**src/rtl/regfile_wb_arbiter_if.sv**
```systemverilog
// rtl/regfile_wb_arbiter_if.sv - writeback arbiter bus bundle
// Purpose: groups the two writeback request channels, the registered
//          register-file write port and the decode hazard lookup.
// Ports (modport slave = arbiter side):
//   req0_valid/addr/data in, req0_ready out   requester 0 (EX/MEM result)
//   req1_valid/addr/data in, req1_ready out   requester 1 (multicycle result)
//   we/waddr/wdata out                         register file write port
//   raddr1/raddr2 in, hz1/hz2 out              decode read-address hazard flags
interface regfile_wb_arbiter_if #(
  parameter int DW = 32,
  parameter int AW = 5
);
  logic          req0_valid;
  logic [AW-1:0] req0_addr;
  logic [DW-1:0] req0_data;
  logic          req0_ready;
  logic          req1_valid;
  logic [AW-1:0] req1_addr;
  logic [DW-1:0] req1_data;
  logic          req1_ready;
  logic          we;
  logic [AW-1:0] waddr;
  logic [DW-1:0] wdata;
  logic [AW-1:0] raddr1;
  logic [AW-1:0] raddr2;
  logic          hz1;
  logic          hz2;

  modport master (
    output req0_valid, req0_addr, req0_data,
    output req1_valid, req1_addr, req1_data,
    output raddr1, raddr2,
    input  req0_ready, req1_ready,
    input  we, waddr, wdata,
    input  hz1, hz2
  );

  modport slave (
    input  req0_valid, req0_addr, req0_data,
    input  req1_valid, req1_addr, req1_data,
    input  raddr1, raddr2,
    output req0_ready, req1_ready,
    output we, waddr, wdata,
    output hz1, hz2
  );
endinterface

```
**src/rtl/regfile_wb_arbiter.sv**
```systemverilog
// rtl/regfile_wb_arbiter.sv - two-source writeback arbiter for the register file write port
// Purpose: one-entry holding buffer per requester, grants in acceptance
//          order, registered write port, combinational read hazard flags.
// Ports:
//   clk  in  clock, rising edge
//   rst  in  asynchronous active-low reset
//   bus  regfile_wb_arbiter_if.slave (request channels, write port, hazards)
module regfile_wb_arbiter #(
  parameter int DW = 32,
  parameter int AW = 5
) (
  input  logic                  clk,
  input  logic                  rst,
  regfile_wb_arbiter_if.slave   bus
);

  logic [1:0]    buf_v;
  logic [AW-1:0] buf_addr [2];
  logic [DW-1:0] buf_data [2];
  logic          old1;
  logic          rr;
  logic          we_q;
  logic [AW-1:0] waddr_q;
  logic [DW-1:0] wdata_q;

  logic [1:0]    req_valid;
  logic [AW-1:0] req_addr [2];
  logic [DW-1:0] req_data [2];
  logic [1:0]    grant;
  logic          gsel;
  logic [1:0]    ready;
  logic [1:0]    load;

  assign req_valid   = {bus.req1_valid, bus.req0_valid};
  assign req_addr[0] = bus.req0_addr;
  assign req_addr[1] = bus.req1_addr;
  assign req_data[0] = bus.req0_data;
  assign req_data[1] = bus.req1_data;

  // The oldest valid entry always wins, so issue order equals acceptance order.
  always_comb begin
    grant = buf_v;
    if (buf_v == 2'b11) begin
      grant = old1 ? 2'b10 : 2'b01;
    end
  end

  assign gsel  = grant[1];
  assign ready = ~buf_v | grant;

  // Writes to register 0 are swallowed: accepted but never buffered.
  always_comb begin
    load = 2'b00;
    for (int n = 0; n < 2; n++) begin
      load[n] = req_valid[n] & ready[n] & (req_addr[n] != '0);
    end
  end

  always_ff @(posedge clk or negedge rst) begin
    if (!rst) begin
      buf_v   <= 2'b00;
      old1    <= 1'b0;
      rr      <= 1'b0;
      we_q    <= 1'b0;
      waddr_q <= '0;
      wdata_q <= '0;
      for (int n = 0; n < 2; n++) begin
        buf_addr[n] <= '0;
        buf_data[n] <= '0;
      end
    end else begin
      for (int n = 0; n < 2; n++) begin
        if (load[n]) begin
          buf_v[n]    <= 1'b1;
          buf_addr[n] <= req_addr[n];
          buf_data[n] <= req_data[n];
        end else if (grant[n]) begin
          buf_v[n] <= 1'b0;
        end
      end

      // Age tracking only matters when two entries coexist after the edge.
      if (load == 2'b11) begin
        old1 <= rr;
        rr   <= ~rr;
      end else if (load == 2'b10 && buf_v[0] && !grant[0]) begin
        old1 <= 1'b0;
      end else if (load == 2'b01 && buf_v[1] && !grant[1]) begin
        old1 <= 1'b1;
      end

      we_q <= |grant;
      if (|grant) begin
        waddr_q <= buf_addr[gsel];
        wdata_q <= buf_data[gsel];
      end
    end
  end

  assign bus.req0_ready = ready[0];
  assign bus.req1_ready = ready[1];
  assign bus.we         = we_q;
  assign bus.waddr      = waddr_q;
  assign bus.wdata      = wdata_q;

  // Entries already in the output register are forwarded by the register
  // file, so only still-buffered writes count as hazards.
  assign bus.hz1 = (bus.raddr1 != '0) &
                   ((buf_v[0] & (buf_addr[0] == bus.raddr1)) |
                    (buf_v[1] & (buf_addr[1] == bus.raddr1)));
  assign bus.hz2 = (bus.raddr2 != '0) &
                   ((buf_v[0] & (buf_addr[0] == bus.raddr2)) |
                    (buf_v[1] & (buf_addr[1] == bus.raddr2)));

endmodule

```
**src/flat_wrapper.sv**
```systemverilog
// flat-port wrapper written by rule: the top's interface ports become plain ports
module regfile_wb_arbiter_flat 
#(
  parameter int DW = 32,
  parameter int AW = 5
)
  (clk, rst, bus_req0_valid, bus_req0_addr, bus_req0_data, bus_req1_valid, bus_req1_addr, bus_req1_data, bus_raddr1, bus_raddr2, bus_req0_ready, bus_req1_ready, bus_we, bus_waddr, bus_wdata, bus_hz1, bus_hz2);
  regfile_wb_arbiter_if #(.DW(DW), .AW(AW)) bus_i ();
  input  logic clk;
  input  logic rst;
  input wire logic [$bits(bus_i.req0_valid)-1:0] bus_req0_valid;
  input wire logic [$bits(bus_i.req0_addr)-1:0] bus_req0_addr;
  input wire logic [$bits(bus_i.req0_data)-1:0] bus_req0_data;
  input wire logic [$bits(bus_i.req1_valid)-1:0] bus_req1_valid;
  input wire logic [$bits(bus_i.req1_addr)-1:0] bus_req1_addr;
  input wire logic [$bits(bus_i.req1_data)-1:0] bus_req1_data;
  input wire logic [$bits(bus_i.raddr1)-1:0] bus_raddr1;
  input wire logic [$bits(bus_i.raddr2)-1:0] bus_raddr2;
  output wire logic [$bits(bus_i.req0_ready)-1:0] bus_req0_ready;
  output wire logic [$bits(bus_i.req1_ready)-1:0] bus_req1_ready;
  output wire logic [$bits(bus_i.we)-1:0] bus_we;
  output wire logic [$bits(bus_i.waddr)-1:0] bus_waddr;
  output wire logic [$bits(bus_i.wdata)-1:0] bus_wdata;
  output wire logic [$bits(bus_i.hz1)-1:0] bus_hz1;
  output wire logic [$bits(bus_i.hz2)-1:0] bus_hz2;
  assign bus_i.req0_valid = bus_req0_valid;
  assign bus_i.req0_addr = bus_req0_addr;
  assign bus_i.req0_data = bus_req0_data;
  assign bus_i.req1_valid = bus_req1_valid;
  assign bus_i.req1_addr = bus_req1_addr;
  assign bus_i.req1_data = bus_req1_data;
  assign bus_i.raddr1 = bus_raddr1;
  assign bus_i.raddr2 = bus_raddr2;
  assign bus_req0_ready = bus_i.req0_ready;
  assign bus_req1_ready = bus_i.req1_ready;
  assign bus_we = bus_i.we;
  assign bus_waddr = bus_i.waddr;
  assign bus_wdata = bus_i.wdata;
  assign bus_hz1 = bus_i.hz1;
  assign bus_hz2 = bus_i.hz2;
  regfile_wb_arbiter #(.DW(DW), .AW(AW)) u_core (.clk(clk), .rst(rst), .bus(bus_i));
endmodule
```
**config.mk**
```make
export PLATFORM = sky130hd
export DESIGN_NAME = regfile_wb_arbiter_flat
export DESIGN_NICKNAME = d
export VERILOG_FILES = /design/src/rtl/regfile_wb_arbiter_if.sv /design/src/rtl/regfile_wb_arbiter.sv /design/src/flat_wrapper.sv
export SDC_FILE = /design/constraint.sdc
export NUM_CORES = 1
export LEC_CHECK = 0
export CAP_MARGIN = 20
export CORE_AREA = 2 2 103 105
export CTS_CLUSTER_SIZE = 10
export DETAILED_ROUTE_END_ITERATION = 8
export DIE_AREA = 0 0 105 107
export PLACE_DENSITY_LB_ADDON = 0.15
export SLEW_MARGIN = 25
export SYNTH_ARGS = -nofsm -noshare
export SYNTH_HDL_FRONTEND = slang
export SYNTH_SLANG_ARGS = --single-unit
```
**constraint.sdc**
```tcl
create_clock -name clk -period 3.3 [get_ports clk]
set_input_delay 0.825 -clock clk [delete_from_list [all_inputs] [get_ports clk]]
set_output_delay 0.825 -clock clk [all_outputs]
set_load 0.02 [all_outputs]
```
# [After elaboration in Yosys (flattened, before gate mapping)]
# Cells that the tools add are included.
[totals] reg_bits=116 input_bits=88 out_inout_bits=42 wordCells=65
[classes] magnitude_cmp=1 n_eq_ne=8 muxes=15 bitwise_logic=16 n_reduce_logical=14
[op_table] operator="two-way mux 32 bit" count=3
[op_table] operator="== test 5 bit" count=4
[op_table] operator="nonzero test 5 bit" count=4
[op_table] operator="two-way mux 5 bit" count=3
[op_table] operator="AND 1 bit" count=10
[op_table] operator="two-way mux 1 bit" count=7
[op_table] operator="== test 2 bit (second input constant)" count=3
[op_table] operator="logical AND 1 bit" count=4
[op_table] operator="two-way mux 2 bit" count=2
[op_table] operator="nonzero test 2 bit" count=2
[op_table] operator="nonzero test 3 bit" count=1
[op_table] operator="== test 2 x 1 -> 1 bit (second input constant)" count=1
[op_table] operator=">= comparator 2 bit (second input constant)" count=1
[op_table] operator="zero test 1 bit" count=2
[op_table] operator="inverter 1 -> 2 bit" count=1
[op_table] operator="inverter 2 bit" count=1
[op_table] operator="bitwise OR 1 bit" count=2
[op_table] operator="bitwise OR 2 bit" count=1
[op_table] operator="OR reduction 2 bit" count=1
[op_table] operator="inverter 1 bit" count=1

# [Logic depth before layout (Yosys ltp)]
# Gate-level depths: netlist (run 1).
[depth] ltp_word=11 mapped_depth=6 mapped_depth_nobuf=4

# [Worst setup path before layout (run 1)]
# OpenSTA, ideal clock, no wires.
[synth_path] kind="input to output" start="in bus_raddr1[1]" end="out bus_hz1" arrival_ps=1682 required_ps=2475 setup_slack_ps=793 path_stages=4 path_buffers=0 path_cell_list="xor2_1 nor4_1 nand3_1 a21oi_1"
[synth_between] elab_chain_cells=4 elab_cells_between_ends=7 cone_classes="eq/ne: 2; bitwise: 4; reduce/logical: 1"
[synth_rtl] element="start, declared" line="flat_wrapper.sv:17" rtl="input wire logic [$bits(bus_i.raddr1)-1:0] bus_raddr1;"
[synth_rtl] element="== test 5 bit, on equally long branches" line="regfile_wb_arbiter.sv:109, regfile_wb_arbiter.sv:110"
[synth_rtl] element="AND 1 bit, on equally long branches" line="regfile_wb_arbiter.sv:109, regfile_wb_arbiter.sv:110"
[synth_rtl] element="bitwise OR 1 bit" line="regfile_wb_arbiter.sv:109" rtl="((buf_v[0] & (buf_addr[0] == bus.raddr1)) |"
[synth_rtl] element="AND 1 bit *" line="regfile_wb_arbiter.sv:108" rtl="assign bus.hz1 = (bus.raddr1 != '0) &"
[synth_rtl] element="end, declared" line="flat_wrapper.sv:24" rtl="output wire logic [$bits(bus_i.hz1)-1:0] bus_hz1;"
# Every way passes the cells marked *; elsewhere a longest branch is shown, timed or not.

# [Worst setup path after layout (run 1)]
[layout_path] start="in bus_raddr2[4]" end="out bus_hz2"
[layout_between] elab_chain_cells=4 elab_cells_between_ends=7 cone_classes="eq/ne: 2; bitwise: 4; reduce/logical: 1"
[layout_rtl] element="start, declared" line="flat_wrapper.sv:18" rtl="input wire logic [$bits(bus_i.raddr2)-1:0] bus_raddr2;"
[layout_rtl] element="== test 5 bit, on equally long branches" line="regfile_wb_arbiter.sv:112, regfile_wb_arbiter.sv:113"
[layout_rtl] element="AND 1 bit, on equally long branches" line="regfile_wb_arbiter.sv:112, regfile_wb_arbiter.sv:113"
[layout_rtl] element="bitwise OR 1 bit" line="regfile_wb_arbiter.sv:112" rtl="((buf_v[0] & (buf_addr[0] == bus.raddr2)) |"
[layout_rtl] element="AND 1 bit *" line="regfile_wb_arbiter.sv:111" rtl="assign bus.hz2 = (bus.raddr2 != '0) &"
[layout_rtl] element="end, declared" line="flat_wrapper.sv:25" rtl="output wire logic [$bits(bus_i.hz2)-1:0] bus_hz2;"
# Marks and branches as above.

==> impl_metrics.yaml, run 1 <==
logic_synthesis:
  yosysWarnings: 0
  avgSynthCellArea_um2: 13.3
  synthMuxAreaShare_pct: 23.8
  synth_top_family_by_area: "multiplexers"
  synth_area_leaders: "dfrtp_1, mux2_2, mux2i_1, mux2_1, a21oi_1"
  synth.cell_area_um2: 4960
  synth_compound_area_share_pct: 5.65
  yosys.area.top_type_share_pct: 58.5
  ys_seq_elements: 116
  synth_top_area_cell: "dfrtp_1"
  synth_fa_ha_area_share_pct: 0
  syn_nets: 461
  synth.distinct_cells: 28
  synth_xor_area_share_pct: 3.71
  synth-simple-area-share_pct: 5.30
  yosysSeqAreaShare_pct: 58.5
  syn_inst: 373
clocking:
  numCtsBuffers: 17
  clkSinkCount: 116
  cts_buffer_depth: 2
  clk_pin_slew_ns: 0.05
  cts_tree: "done"
  cts_setup_buffers: 0
  clk_latency_ns: 0.50
  htreeDepth: 4
  cts_root_buffer: "clkbuf_8"
pwr:
  ir_drop_mv: 0.448
  power_leakage_nw: 3.02
  powerDensity_nw_per_um2: 855
placement:
  dp_hpwl_um: 7520
  dp_slack_ns: -0.171
  place_congestion: 0.822
  place_area_um2: 6430
  port_buffers: 129
detailed_routing:
  drc_errors: 0
  vias: 3402
  post_drt_wl_per_cell_um: 16.6
  via_per_inst: 5.14
  ant_nets: 0
  firstDrtPassIters: 4
  drtIter0Drc: 113
  finalWirelength_um: 11000
min_path:
  hold_class: "input port to async pin"
floorplan:
  die_h_um: 107
  dieArea_um2: 11200
  initial_core_util_pct: 49.2
  design.core.area_um2: 10100
  die_w_um: 105
  io_pins: 130
  num_rows: 37
worst_setup_path:
  max_stage_delay_ns: 0.48
  startpoint_type: "input port"
  worst_setup_path_end_kind: "primary output"
  cp_max_fo: 3
  critPathKind: "input port to primary output"
  worstPathArrival_ns: 2.39
  critPathRequiredTime_ns: 2.47
  crit_chain: "clkdlybuf4s50_1 > xor2_1 > nor4_1 > nand3_1 > a21oi_1 > dlygate4sd2_1"
  crit_slowest_cell: "clkdlybuf4s50_1"
timing:
  slew_headroom_pct: 39.3
  finalHoldViolCount: 0
  timing.final.crit_share_pct: 97.5
  period_minus_slack_ns: 3.22
  setup_ws_ns: 0.0828
  max_freq_mhz: 311
  finClkSkew_ns: 0.0104
  finalMaxSlewViolations: 0
  grt_setup_unrepaired: "no"
  worst_pin_slew_ns: 0.911
  setup_viol: 0
grt:
  met3_usage_pct: 5.90
  grt_use_met1_pct: 25.9
  grtUsageTotal_pct: 21.0
  grt_pass1_vias: 3660
  grt_start_max_net_pins: 50
  grt_pass1_wl_um: 18200
  overflow: 0
  met2_usage_pct: 35.1
  grt.busiest_layer: "met2"
  antenna_found_initial: 0
layout:
  nNetsFinal: 601
  syn_to_final_growth_pct: 41.1
  final_area_um2: 7000
  layout_common_cells: "clkdlybuf4s50_1, dfrtp_1, mux2_2"
  drive_above_1_share_pct: 19.2
  final_common_cell: "clkdlybuf4s50_1"
  diodes: 0
  fillCellCount: 809
run:
  cap_violations: 0
outcome:
  status: "finished, final reports clean"
-- cells in the mapped netlist (all sizes together) --
master,n
a21oi,40
a32o,2
buf,13
clkbuf,7
dfrtp,116
inv,1
mux2,72
mux2i,37
nand2,3
nand3,5
nand3b,1
nor2,40
nor4,4
o211ai,2
o21a,1
o21ai,2
o22a,1
or2,1
or4,4
xnor2,4
xor2,17
-- per-stage QoR --
step           TNS (ns)  util [%]  hold slack [ns]  power (mW)  std cells
6_report              0      69.4            0.342        5.98        662
5_1_grt               0      69.4            0.374        6.31        662
2_1_floorplan         0         -            0.442        3.39        373
3_5_place_dp     -0.326      63.7            0.466        4.28        630
3_3_place_gp     -0.232      63.7            0.462        4.22        630
4_1_cts               0      69.4            0.357        6.05        662
-- worst max-delay path, delay by kind of cell --
| kind | cells | cell delay, ns |
|---|---|---|
| buffers and inverters | 2 | 0.82 |
| AND/OR/NAND/NOR | 2 | 0.40 |
| XOR/XNOR | 1 | 0.18 |
| AO/OA/AOI/OAI | 1 | 0.16 |
-- path summary, 6_finish.rpt --
check	slack, ns	cells after the start	start	to
min in group clk	0.48	1	u_core.rr	u_core.rr
max in group asynchronous	2.14	2	rst	u_core.buf_data[32]
max reg2reg	1.26	4	u_core.buf_v[1]	u_core.bus.wdata[6]
min reg2reg	0.48	1	u_core.rr	u_core.rr
max	0.08	6	bus_raddr2[4]	bus_hz2
min	0.34	1	rst	u_core.buf_data[26]
-- where the power goes --
part | total, mW | switching (mW) | internal (mW)
registers | 2.23 | 0.311 | 1.92
clock network | 1.75 | 0.618 | 1.13
logic | 2.01 | 0.951 | 1.06
-- layout make-up --
cell class | count | area, µm² | area share, %
sequential | 116 | 2900 | 41.5
multi-input combinational | 236 | 1930 | 27.5
timing repair buffer | 141 | 1430 | 20.4
clock buffer | 24 | 470 | 6.72
tap | 136 | 170 | 2.43
clock inverter | 8 | 100 | 1.43
inverter | 1 | 3.75 | 0.0536
-- logic make-up after synthesis --
logic type	count (synthesis)
compound gates	48
xor+xnor	21
buf+inv	21
flops	116
mux	109
simple gates	58
-- repair_timing --
item / in CTS / in global routing
resized for setup: 2 / 0
hold buffers: 0 / 0
setup endpoints to repair: 2 / 0
endpoints found under the hold margin: 0 / 0
-- registers in the layout (all words and copies together) (netlist names) --
register	count
u_core.bus.we	1
u_core.buf_addr	10
u_core.rr	1
u_core.old1	1
u_core.bus.wdata	32
u_core.buf_data	64
u_core.buf_v	2
u_core.bus.waddr	5
-- per-layer routing --
layer | vias up | routed length (µm)
met4 | 0 | 199
met2 | 91 | 5550
met3 | 19 | 529
met5 | - | 0
met1 | 1694 | 4710
li1 | 1598 | -
No activity file was read; power rests on OpenSTA's default activity.
==> run 2, diff against run 1 <==
--- a/config.mk
+++ b/config.mk
@@ -15,3 +15,4 @@
 export SYNTH_ARGS = -nofsm -noshare
 export SYNTH_HDL_FRONTEND = slang
 export SYNTH_SLANG_ARGS = --single-unit
+export TNS_END_PERCENT = 5
==> results of run 2 <==
The final DEF is identical to that of run 1; final timing and power are the same.
